<file path="src/rtl/fconv_pkg.sv">
// Shared types and constants for the int->float request scheduler.
package fconv_pkg;

    typedef enum logic [1:0] {
        IDLE = 2'd0,
        CONV = 2'd1,
        DONE = 2'd2
    } state_e;

    localparam int unsigned FCONV_DW32 = 32;
    localparam int unsigned FCONV_DW64 = 64;

    // Ceiling log2, minimum result 1 so a tag always has at least one bit.
    function automatic int unsigned clog2(input int unsigned n);
        int unsigned r;
        r = 1;
        while ((32'(1) << r) < n) begin
            r = r + 1;
        end
        return r;
    endfunction

endpackage

</file>
<file path="src/rtl/fconv_rr_arb.sv">
// Combinational round-robin arbiter: first valid requester scanning upward from ptr_i, wrapping.
module fconv_rr_arb
    import fconv_pkg::*;
#(
    parameter int unsigned NUM_REQ = 4,
    parameter int unsigned ID_W    = clog2(NUM_REQ)
) (
    input  logic [NUM_REQ-1:0] valid_i,
    input  logic [ID_W-1:0]    ptr_i,
    input  logic               en_i,
    output logic [NUM_REQ-1:0] grant_o,
    output logic [ID_W-1:0]    idx_o
);
    always_comb begin
        int  j;
        logic found;
        grant_o = '0;
        idx_o   = '0;
        found   = 1'b0;
        j       = 0;
        for (int k = 0; k < NUM_REQ; k++) begin
            j = (int'(ptr_i) + k) % NUM_REQ;
            if (en_i && !found && valid_i[j]) begin
                found      = 1'b1;
                grant_o[j] = 1'b1;
                idx_o      = ID_W'(j);
            end
        end
    end

endmodule

</file>
<file path="src/rtl/int2float.sv">
// Combinational signed-integer to IEEE-754 converters (round to nearest, ties to even).
// int2float32 and int2float64 are thin wrappers around one shared core.
module int2float_core #(
    parameter int unsigned IW = 32,
    parameter int unsigned EW = 8,
    parameter int unsigned MW = 23
) (
    input  logic [IW-1:0] op_i,
    output logic [IW-1:0] res_o
);
    localparam int unsigned BIAS = (32'(1) << (EW - 1)) - 1;
    localparam int unsigned PW   = $clog2(IW);
    localparam int unsigned RW   = IW - 1 - MW;

    logic          sign;
    logic [IW-1:0] mag;
    logic [PW-1:0] lead;
    logic [IW-1:0] norm;
    logic [MW-1:0] mant;
    logic          guard;
    logic          sticky;
    logic          rnd;
    logic [MW:0]   mant_r;
    logic [EW-1:0] expo;

    always_comb begin
        sign = op_i[IW-1];
        mag  = sign ? (~op_i + IW'(1)) : op_i;
        lead = '0;
        for (int i = 0; i < IW; i++) begin
            if (mag[i]) lead = PW'(i);
        end
        // Leading one lands in the MSB; the bits below it form mantissa, guard and sticky.
        norm   = mag << (PW'(IW - 1) - lead);
        mant   = norm[IW-2 -: MW];
        guard  = norm[RW-1];
        sticky = |norm[RW-2:0];
        rnd    = guard & (sticky | mant[0]);
        mant_r = {1'b0, mant} + (MW+1)'(rnd);
        expo   = EW'(BIAS) + EW'(lead) + EW'(mant_r[MW]);
        res_o  = norm[IW-1] ? {sign, expo, mant_r[MW-1:0]} : '0;
    end

endmodule

module int2float32 (
    input  logic [31:0] op_i,
    output logic [31:0] res_o
);
    int2float_core #(.IW(32), .EW(8), .MW(23)) u_core (.op_i(op_i), .res_o(res_o));
endmodule

module int2float64 (
    input  logic [63:0] op_i,
    output logic [63:0] res_o
);
    int2float_core #(.IW(64), .EW(11), .MW(52)) u_core (.op_i(op_i), .res_o(res_o));
endmodule

</file>
<file path="src/rtl/fconv_req_sched.sv">
// Shares one int->float converter among NUM_REQ requesters with round-robin grant.
// Define FCONV_SCHED_PERF_EN to add perf_conv_cnt / perf_stall_cnt outputs.
module fconv_req_sched
    import fconv_pkg::*;
#(
    parameter int unsigned NUM_REQ = 4,
    parameter int unsigned DATA_W  = 32,
    parameter int unsigned ID_W    = clog2(NUM_REQ)
) (
    input  logic                      clk,
    input  logic                      rst_n,
    input  logic [NUM_REQ-1:0]        req_valid,
    output logic [NUM_REQ-1:0]        req_ready,
    input  logic [NUM_REQ*DATA_W-1:0] req_data,
    output logic                      res_valid,
    input  logic                      res_ready,
    output logic [DATA_W-1:0]         res_data,
    output logic [ID_W-1:0]           res_id,
    output logic                      busy
`ifdef FCONV_SCHED_PERF_EN
    ,
    output logic [31:0]               perf_conv_cnt,
    output logic [31:0]               perf_stall_cnt
`endif
);

    if (NUM_REQ < 2 || NUM_REQ > 8) begin : g_bad_num_req
        $error("fconv_req_sched: NUM_REQ must be 2..8");
    end
    if (ID_W != clog2(NUM_REQ)) begin : g_bad_id_w
        $error("fconv_req_sched: ID_W must equal clog2(NUM_REQ)");
    end

    state_e              state_q, state_d;
    logic [ID_W-1:0]     rr_ptr_q, rr_ptr_d;
    logic [DATA_W-1:0]   op_q, op_d;
    logic [ID_W-1:0]     id_q, id_d;
    logic [DATA_W-1:0]   res_data_q, res_data_d;
    logic [ID_W-1:0]     res_id_q, res_id_d;
    logic                res_valid_q, res_valid_d;

    logic                arb_en;
    logic [NUM_REQ-1:0]  arb_grant;
    logic [ID_W-1:0]     arb_idx;
    logic [ID_W-1:0]     ptr_nxt;
    logic                accept;
    logic [DATA_W-1:0]   conv_res;
    logic [DATA_W-1:0]   lane [NUM_REQ];

    always_comb begin
        for (int i = 0; i < NUM_REQ; i++) begin
            lane[i] = req_data[i*DATA_W +: DATA_W];
        end
    end

    // Grants open in IDLE, and in DONE only on the cycle the result is consumed.
    assign arb_en  = (state_q == IDLE) || ((state_q == DONE) && res_ready);
    assign accept  = |arb_grant;
    assign ptr_nxt = (arb_idx == ID_W'(NUM_REQ - 1)) ? '0 : arb_idx + ID_W'(1);

    fconv_rr_arb #(
        .NUM_REQ (NUM_REQ),
        .ID_W    (ID_W)
    ) u_arb (
        .valid_i (req_valid),
        .ptr_i   (rr_ptr_q),
        .en_i    (arb_en),
        .grant_o (arb_grant),
        .idx_o   (arb_idx)
    );

    if (DATA_W == FCONV_DW32) begin : g_cv32
        int2float32 u_cv (.op_i(op_q), .res_o(conv_res));
    end else if (DATA_W == FCONV_DW64) begin : g_cv64
        int2float64 u_cv (.op_i(op_q), .res_o(conv_res));
    end else begin : g_cv_bad
        $error("fconv_req_sched: DATA_W must be 32 or 64");
    end

    always_comb begin
        state_d     = state_q;
        rr_ptr_d    = rr_ptr_q;
        op_d        = op_q;
        id_d        = id_q;
        res_data_d  = res_data_q;
        res_id_d    = res_id_q;
        res_valid_d = res_valid_q;

        if (accept) begin
            op_d     = lane[arb_idx];
            id_d     = arb_idx;
            rr_ptr_d = ptr_nxt;
        end

        unique case (state_q)
            IDLE: begin
                if (accept) state_d = CONV;
            end
            CONV: begin
                res_data_d  = conv_res;
                res_id_d    = id_q;
                res_valid_d = 1'b1;
                state_d     = DONE;
            end
            DONE: begin
                if (res_ready) begin
                    res_valid_d = 1'b0;
                    state_d     = accept ? CONV : IDLE;
                end
            end
            default: state_d = IDLE;
        endcase
    end

    always_ff @(posedge clk or negedge rst_n) begin
        if (!rst_n) begin
            state_q     <= IDLE;
            rr_ptr_q    <= '0;
            op_q        <= '0;
            id_q        <= '0;
            res_data_q  <= '0;
            res_id_q    <= '0;
            res_valid_q <= 1'b0;
        end else begin
            state_q     <= state_d;
            rr_ptr_q    <= rr_ptr_d;
            op_q        <= op_d;
            id_q        <= id_d;
            res_data_q  <= res_data_d;
            res_id_q    <= res_id_d;
            res_valid_q <= res_valid_d;
        end
    end

    assign req_ready = arb_grant;
    assign res_valid = res_valid_q;
    assign res_data  = res_data_q;
    assign res_id    = res_id_q;
    assign busy      = (state_q != IDLE);

`ifdef FCONV_SCHED_PERF_EN
    logic [31:0] perf_conv_q;
    logic [31:0] perf_stall_q;

    // Free-running event counters; both wrap naturally at 2^32.
    always_ff @(posedge clk or negedge rst_n) begin
        if (!rst_n) begin
            perf_conv_q  <= '0;
            perf_stall_q <= '0;
        end else begin
            if (res_valid_q && res_ready)  perf_conv_q  <= perf_conv_q + 32'd1;
            if (res_valid_q && !res_ready) perf_stall_q <= perf_stall_q + 32'd1;
        end
    end

    assign perf_conv_cnt  = perf_conv_q;
    assign perf_stall_cnt = perf_stall_q;
`endif

endmodule
</file>
<file path="config.mk">
export PLATFORM = sky130hd
export DESIGN_NAME = fconv_req_sched
export DESIGN_NICKNAME = d
export VERILOG_FILES = /design/src/rtl/fconv_pkg.sv /design/src/rtl/fconv_rr_arb.sv /design/src/rtl/int2float.sv /design/src/rtl/fconv_req_sched.sv
export SDC_FILE = /design/constraint.sdc
export NUM_CORES = 1
export LEC_CHECK = 0
export ABC_AREA = 0
export BUFFER_PORTS_ARGS = -buffer_cell sky130_fd_sc_hd__buf_2
export CORE_AREA = 2 2 166 168
export CTS_CLUSTER_DIAMETER = 50
export DETAILED_ROUTE_END_ITERATION = 7
export DIE_AREA = 0 0 168 170
export HOLD_SLACK_MARGIN = 0.06
export PLACE_DENSITY_LB_ADDON = 0.3
export SETUP_SLACK_MARGIN = 0.15
export SYNTH_ARGS = -nofsm -noshare
export SYNTH_HDL_FRONTEND = slang
export SYNTH_SLANG_ARGS = --single-unit
</file>
<file path="constraint.sdc">
create_clock -name clk -period 6.2 [get_ports clk]
set_input_delay 1.24 -clock clk [delete_from_list [all_inputs] [get_ports clk]]
set_output_delay 1.24 -clock clk [all_outputs]
set_load 0.05 [all_outputs]
</file>
* Word-level counts from Yosys, hierarchy flattened
Cells that the tools add are included.
Storage, ports and cells: flip-flop bits (word level) 73, input bits 135, output and inout port bits 40, word-level logic and storage cells 131
Cells by class: $add $sub $neg 9, magnitude comparators 9, equality and inequality tests 5, shift-type cells 1, muxes and demuxes 70, bitwise logic cells 7, reduce and logical (&&, ||, !) cells 23
Operator list (number):
- 5-bit two-way mux | 30
- 32-bit two-way mux | 4
- 32-bit binary-select mux with 2-bit select | 1
- 32-bit by 1-bit adder with 32-bit output, second input constant | 1
- 32-bit NOT | 1
- 32-bit by 5-bit left shift with 32-bit output | 1
- 23-bit by 1-bit adder with 24-bit output | 1
- 4-bit two-way mux | 4
- 1-bit two-way mux | 14
- 2-bit two-way mux | 7
- 1-bit logical AND | 12
- 2-bit by 3-bit < comparator with 1-bit output, second input constant | 4
- 4-bit OR | 3
- 7-bit by 5-bit adder with 8-bit output, first input constant | 1
- 8-bit by 1-bit adder with 8-bit output | 1
- 1-bit binary-select mux with 2-bit select | 4
- 1-bit demux with 2-bit select | 4
- 2-bit by 1-bit >= comparator with 1-bit output, second input constant | 4
- 7-bit OR reduction | 1
- 2-bit case mux with 3 select lines | 1
- 5-bit subtractor, first input constant | 1
- 2-bit by 1-bit adder with 2-bit output, second input constant | 2
- 2-bit adder, second input constant | 2
- 2-bit equality test, second input constant | 2
- 13 further kinds | 18

* Depth between registers and ports, before layout
word-level depth 42, depth in mapped cells 27, mapped depth without buffers 23

* By module
A second synthesis with hierarchy kept.
Unflattened totals: cells, all modules 1052, area total of the unflattened synthesis 9245.1 um2
By module, submodules not included:
- int2float_core | times used 1, cells each 785, area an instance 5167.5 um2, sequential area each 0.0 um2
- fconv_req_sched | times used 1, cells each 204, area an instance 3545.9 um2, sequential area each 1826.8 um2
- fconv_rr_arb | times used 1, cells each 63, area an instance 531.8 um2, sequential area each 0.0 um2

* Worst setup path after synthesis
Ideal clock, no wire load.
kind register to register, start point reg op_q[0], end point reg res_data_q[29] (netlist: res_data[29]), library setup time 66 ps, data arrival time 5700 ps, required time 6134 ps, setup slack 434 ps, stages on the path, launching flop included 27, buffers on the path 4, period minus slack after synthesis 5766 ps, cells stage by stage dfrtp_1 clkbuf_1 inv_1 ha_1 or3b_1 buf_2 nor3_2 a31oi_1 nor4_2 a21oi_1 o21ba_2 nor3_2 buf_2 buf_2 o31ai_1 o22ai_1 nor2_1 a2111o_1 nand4_1 nor2_1 and4b_1 nand2_1 ha_1 nand2_1 or4_1 or2_2 nand2_1
Between the ends: word-level cells in the longest chain between the ends 42, elaborated cells on any way between the ends 43, those cells by class add/sub: 5; shift: 1; mux: 33; bitwise: 3; reduce/logical: 1
RTL lines:
- start, declared | line fconv_req_sched.sv:36 | logic [DATA_W-1:0] op_q, op_d;
- start signal, assigned | line fconv_req_sched.sv:127 | op_q <= op_d;
- 32-bit NOT | line int2float.sv:28 | mag = sign ? (~op_i + IW'(1)) : op_i;
- 32-bit by 1-bit adder with 32-bit output | line int2float.sv:28
- 32-bit two-way mux (*) | line int2float.sv:28
- 1-bit two-way mux | line int2float.sv:31 | if (mag[i]) lead = PW'(i);
- 5-bit two-way mux (30 in series) | line int2float.sv:31
- 5-bit subtractor | line int2float.sv:34 | norm = mag << (PW'(IW - 1) - lead);
- 32-bit by 5-bit left shift with 32-bit output | line int2float.sv:34
- 7-bit OR reduction | line int2float.sv:37 | sticky = |norm[RW-2:0];
- 1-bit OR | line int2float.sv:38 | rnd = guard & (sticky | mant[0]);
- 1-bit AND | line int2float.sv:38
- 23-bit by 1-bit adder with 24-bit output | line int2float.sv:39 | mant_r = {1'b0, mant} + (MW+1)'(rnd);
- 8-bit by 1-bit adder with 8-bit output | line int2float.sv:40 | expo = EW'(BIAS) + EW'(lead) + EW'(mant_r[MW]);
- 32-bit two-way mux (*) | line int2float.sv:41 | res_o = norm[IW-1] ? {sign, expo, mant_r[MW-1:0]} : '0;
- end signal, assigned | line fconv_req_sched.sv:129 | res_data_q <= res_data_d;
- end, declared | line fconv_req_sched.sv:38 | logic [DATA_W-1:0] res_data_q, res_data_d;
Every way passes the cells marked *; elsewhere a longest branch is shown, timed or not. A chain may end at the register's enable or synchronous reset.

* Worst setup path after layout
start point reg op_q[11], end point reg res_data_q[29] (netlist: res_data[29])
Between the ends: word-level cells in the longest chain between the ends 32, elaborated cells on any way between the ends 33, those cells by class add/sub: 5; shift: 1; mux: 23; bitwise: 3; reduce/logical: 1
RTL lines (line):
- 32-bit NOT | int2float.sv:28
- 32-bit by 1-bit adder with 32-bit output | int2float.sv:28
- 32-bit two-way mux (*) | int2float.sv:28
- 5-bit two-way mux (21 in series) | int2float.sv:31
- 5-bit subtractor | int2float.sv:34
- 32-bit by 5-bit left shift with 32-bit output | int2float.sv:34
- 7-bit OR reduction | int2float.sv:37
- 1-bit OR | int2float.sv:38
- 1-bit AND | int2float.sv:38
- 23-bit by 1-bit adder with 24-bit output | int2float.sv:39
- 8-bit by 1-bit adder with 8-bit output | int2float.sv:40
- 32-bit two-way mux (*) | int2float.sv:41
Marks and branches as above.

==> flow_metrics.py <==
metrics = {
    "yosys": {
        "syn-num-nets": 1409,
        "synth_edf_count": 0,
        "synthCells": 1265,
        "syn-cell-area_mm2": 0.009214,
        "async_flop_share_pct": 100.0,
        "yosysSeqAreaShare_pct": 19.83,
        "synth_seq_cells": 73,
        "yosysWarnings": 0,
        "postSynthAreaPerCell_um2": 7.284,
        "synth_flop_cell": "dfrtp_1",
        "synthDistinctLibCells": 108,
    },
    "min_path": {
        "hold_depth": 1,
        "hold_start": "res_data[7]",
        "min_path_type": "reg -> reg",
        "hold_end": "res_data[7]",
    },
    "layout": {
        "nets": 1654,
        "diodes": 0,
        "final_common_cell": "nand2_1",
        "final_cell_mix": "nand2_1 (193), buf_2 (173), buf_4 (157)",
        "layout-drive-gt1-share_pct": 30.96,
        "n_fill_cell": 2766,
        "syn_to_final_growth_pct": 29.05,
    },
    "sta": {
        "finalSetupTns_ns": 0,
        "final.setup_skew_ns": 0.01367,
        "tightest_slew_ns": 0.9799,
        "period_share_pct": 94.33,
        "slew_headroom_pct": 34.67,
        "max_freq_mhz": 171.0,
        "finalSetupViolCount": 0,
        "slew_violations": 0,
        "period_minus_slack_ns": 5.849,
        "whs_ns": 0.4704,
        "final_hold_viol_count": 0,
        "rsz0062_at_grt": "yes",
    },
    "global_routing": {
        "grt_usage_pct": 24.66,
        "antenna_found_initial": 0,
        "grt_pass1_wl_um": 56260,
        "grt_overflow": 0,
        "grt_pass1_vias": 10270,
        "grt_max_degree": 74,
    },
    "setup_path": {
        "worstReg2RegEnd": "res_data[29]",
        "startpoint_type": "register",
        "arrival_ns": 6.16,
        "cp-end-kind": "register",
        "cp_data_required_time_ns": 6.51,
        "reg2reg_depth": 20,
        "r2r_setup_slack_ns": 0.35,
        "timing.rr.start": "op_q[11]",
        "crit_path_max_fanout": 8,
        "criticalPathCategory": "reg -> reg",
    },
    "route": {
        "via_per_inst": 5.814,
        "wl_per_cell_um": 19.17,
        "dr.pass1.iters": 5,
        "routed-via-count": 10790,
        "drt_iter0_drc": 922,
        "drcViolationCount": 0,
        "ant_nets": 0,
        "wirelength_um": 35580,
    },
    "clock_network": {
        "cts-htree-levels": 3,
        "cts_tree": "built",
        "clock_path_buffers": 2,
        "clock_latency_ns": 0.37,
        "numCtsBuffers": 9,
        "cts-root-buf": "clkbuf_16",
        "clock-sinks": 73,
        "clk_pin_slew_ns": 0.07,
        "ctsHoldBuffers": 0,
    },
    "placement": {
        "dp_hpwl_um": 28510,
        "gp_congestion": 1.002,
        "port_buffers": 174,
    },
    "die": {
        "core-area_mm2": 0.02665,
        "io_pins": 175,
        "die_w_um": 168,
        "die-area_mm2": 0.02856,
        "rows": 60,
        "dieHeight_um": 170,
        "initial_utilization_pct": 34.57,
    },
    "run": {
        "drv_cap": 0,
    },
    "outcome": {
        "outcome": "finished, final reports clean",
    },
}
cells in the mapped netlist (5+ instances only):
cell,n,area (um^2)
a211o_1,5,43.79
a211oi_1,24,180.2
a21o_1,7,52.55
a21oi_1,45,225.2
a221oi_1,9,78.83
a22o_1,8,70.07
a22oi_1,12,90.09
a31oi_1,11,68.82
and2_1,5,31.28
buf_2,28,140.1
buf_6,6,67.56
clkbuf_1,62,232.7
dfrtp_1,73,1827
ha_1,9,112.6
inv_1,18,67.56
mux2i_1,31,310.3
nand2_1,194,728.2
nand2b_1,10,62.56
nand3_1,57,285.3
nand4_1,15,93.84
nor2_1,157,589.3
nor3_1,36,180.2
nor3_2,7,70.07
nor4_1,15,93.84
nor4_2,5,62.56
o2111ai_1,9,78.83
o211a_1,9,90.09
o211ai_1,25,187.7
o21ai_0,89,445.4
o21ai_1,8,40.04
o221ai_1,10,87.58
o22a_1,6,52.55
o22ai_1,17,106.4
o311a_1,5,50.05
o31ai_1,18,135.1
o32ai_1,5,43.79
or2_2,7,43.79
or3_1,12,75.07
or4_1,7,52.55
xnor2_1,27,236.5
xor2_1,27,236.5
sequential cells by signal, summed over array words and instances (netlist names), named ones only:
signal,flops
res_valid,1
state_q,2
op_q,32
rr_ptr_q,1
res_data,32
id_q,2
res_id,2
per-stage QoR:
step                      std cells  util, %  setup WS, ns  area, um^2
final                          1856    44.62        0.3514       11890
after detailed placement       1837    42.54        0.2214       11340
after floorplan                1265        -        0.4341        9214
after CTS                      1853    43.73        0.1973       11650
after global routing           1856    44.62       0.05373       11890
after global placement         1837    42.54        0.3560       11340
worst max path at each step:
stage              from           end  slack (ns)  cells past startpoint
2_1_floorplan   op_q[0]  res_data[29]        0.43                     26
3_3_place_gp    op_q[1]  res_data[29]        0.36                     24
3_5_place_dp    op_q[1]  res_data[25]        0.22                     23
4_1_cts         op_q[1]  res_data[29]        0.20                     23
5_1_grt         op_q[1]  res_data[28]        0.05                     24
6_report       op_q[11]  res_data[29]        0.35                     20
layer usage:
| metal | share of wire [%] | GRT usage, % | wire length (um) | vias to the layer above |
|---|---|---|---|---|
| li1 | - | - | - | 5238 |
| met1 | 44 | 32.10 | 15620 | 4990 |
| met2 | 46 | 40.86 | 16500 | 472 |
| met3 | 5.8 | 3.349 | 2073 | 90 |
| met4 | 3.9 | 10.85 | 1388 | 0 |
| met5 | 0 | 0 | 0 | - |
critical path, stage by stage, from the launching register on:
cell and delay [ns]:
dfrtp_1 0.49, or4_1 0.74, nor2_2 0.40, a21oi_1 0.13
a32o_1 0.26, or2_1 0.27, o311ai_2 0.43, nor3_4 0.15
nor2_1 0.42, a311o_1 0.45, nor3_1 0.12, o31ai_2 0.41
nor2_4 0.08, nand3_2 0.07, and4b_1 0.18, nand2_1 0.13
ha_1 0.19, nand2_1 0.07, or4_1 0.42, or2_2 0.30
nand2_1 0.07
final cells by class:
type / instances / area [um^2] / share of cell area (%)
multi-input cells: 1071 / 7081 / 59.55
repair buffers: 336 / 2165 / 18.20
flip-flops and latches: 73 / 1829 / 15.38
well taps: 341 / 426.7 / 3.588
clock buffers: 9 / 225.2 / 1.894
clock inverters: 7 / 92.59 / 0.7787
inverters: 19 / 71.32 / 0.5998
logic make-up (layout without fill, tap and decap cells):
family	Yosys count	count (layout)	share of synthesized area (%)
compound gates	398	398	33.03
buf+inv	122	371	5.961
fa+ha+maj	9	9	1.222
simple gates	569	570	29.83
xor+xnor	57	57	5.663
mux	37	37	4.468
flops	73	73	19.83
timing repair:
action | CTS | global route
endpoints found under the hold margin | 0 | 0
setup buffers | 0 | 2
endpoints found under the setup margin | 0 | 20
gates resized for setup | 0 | 43
Power is left out: the tool's default activity adds up to more than one toggle a clock period on the data nets, which glitch-free logic cannot reach.
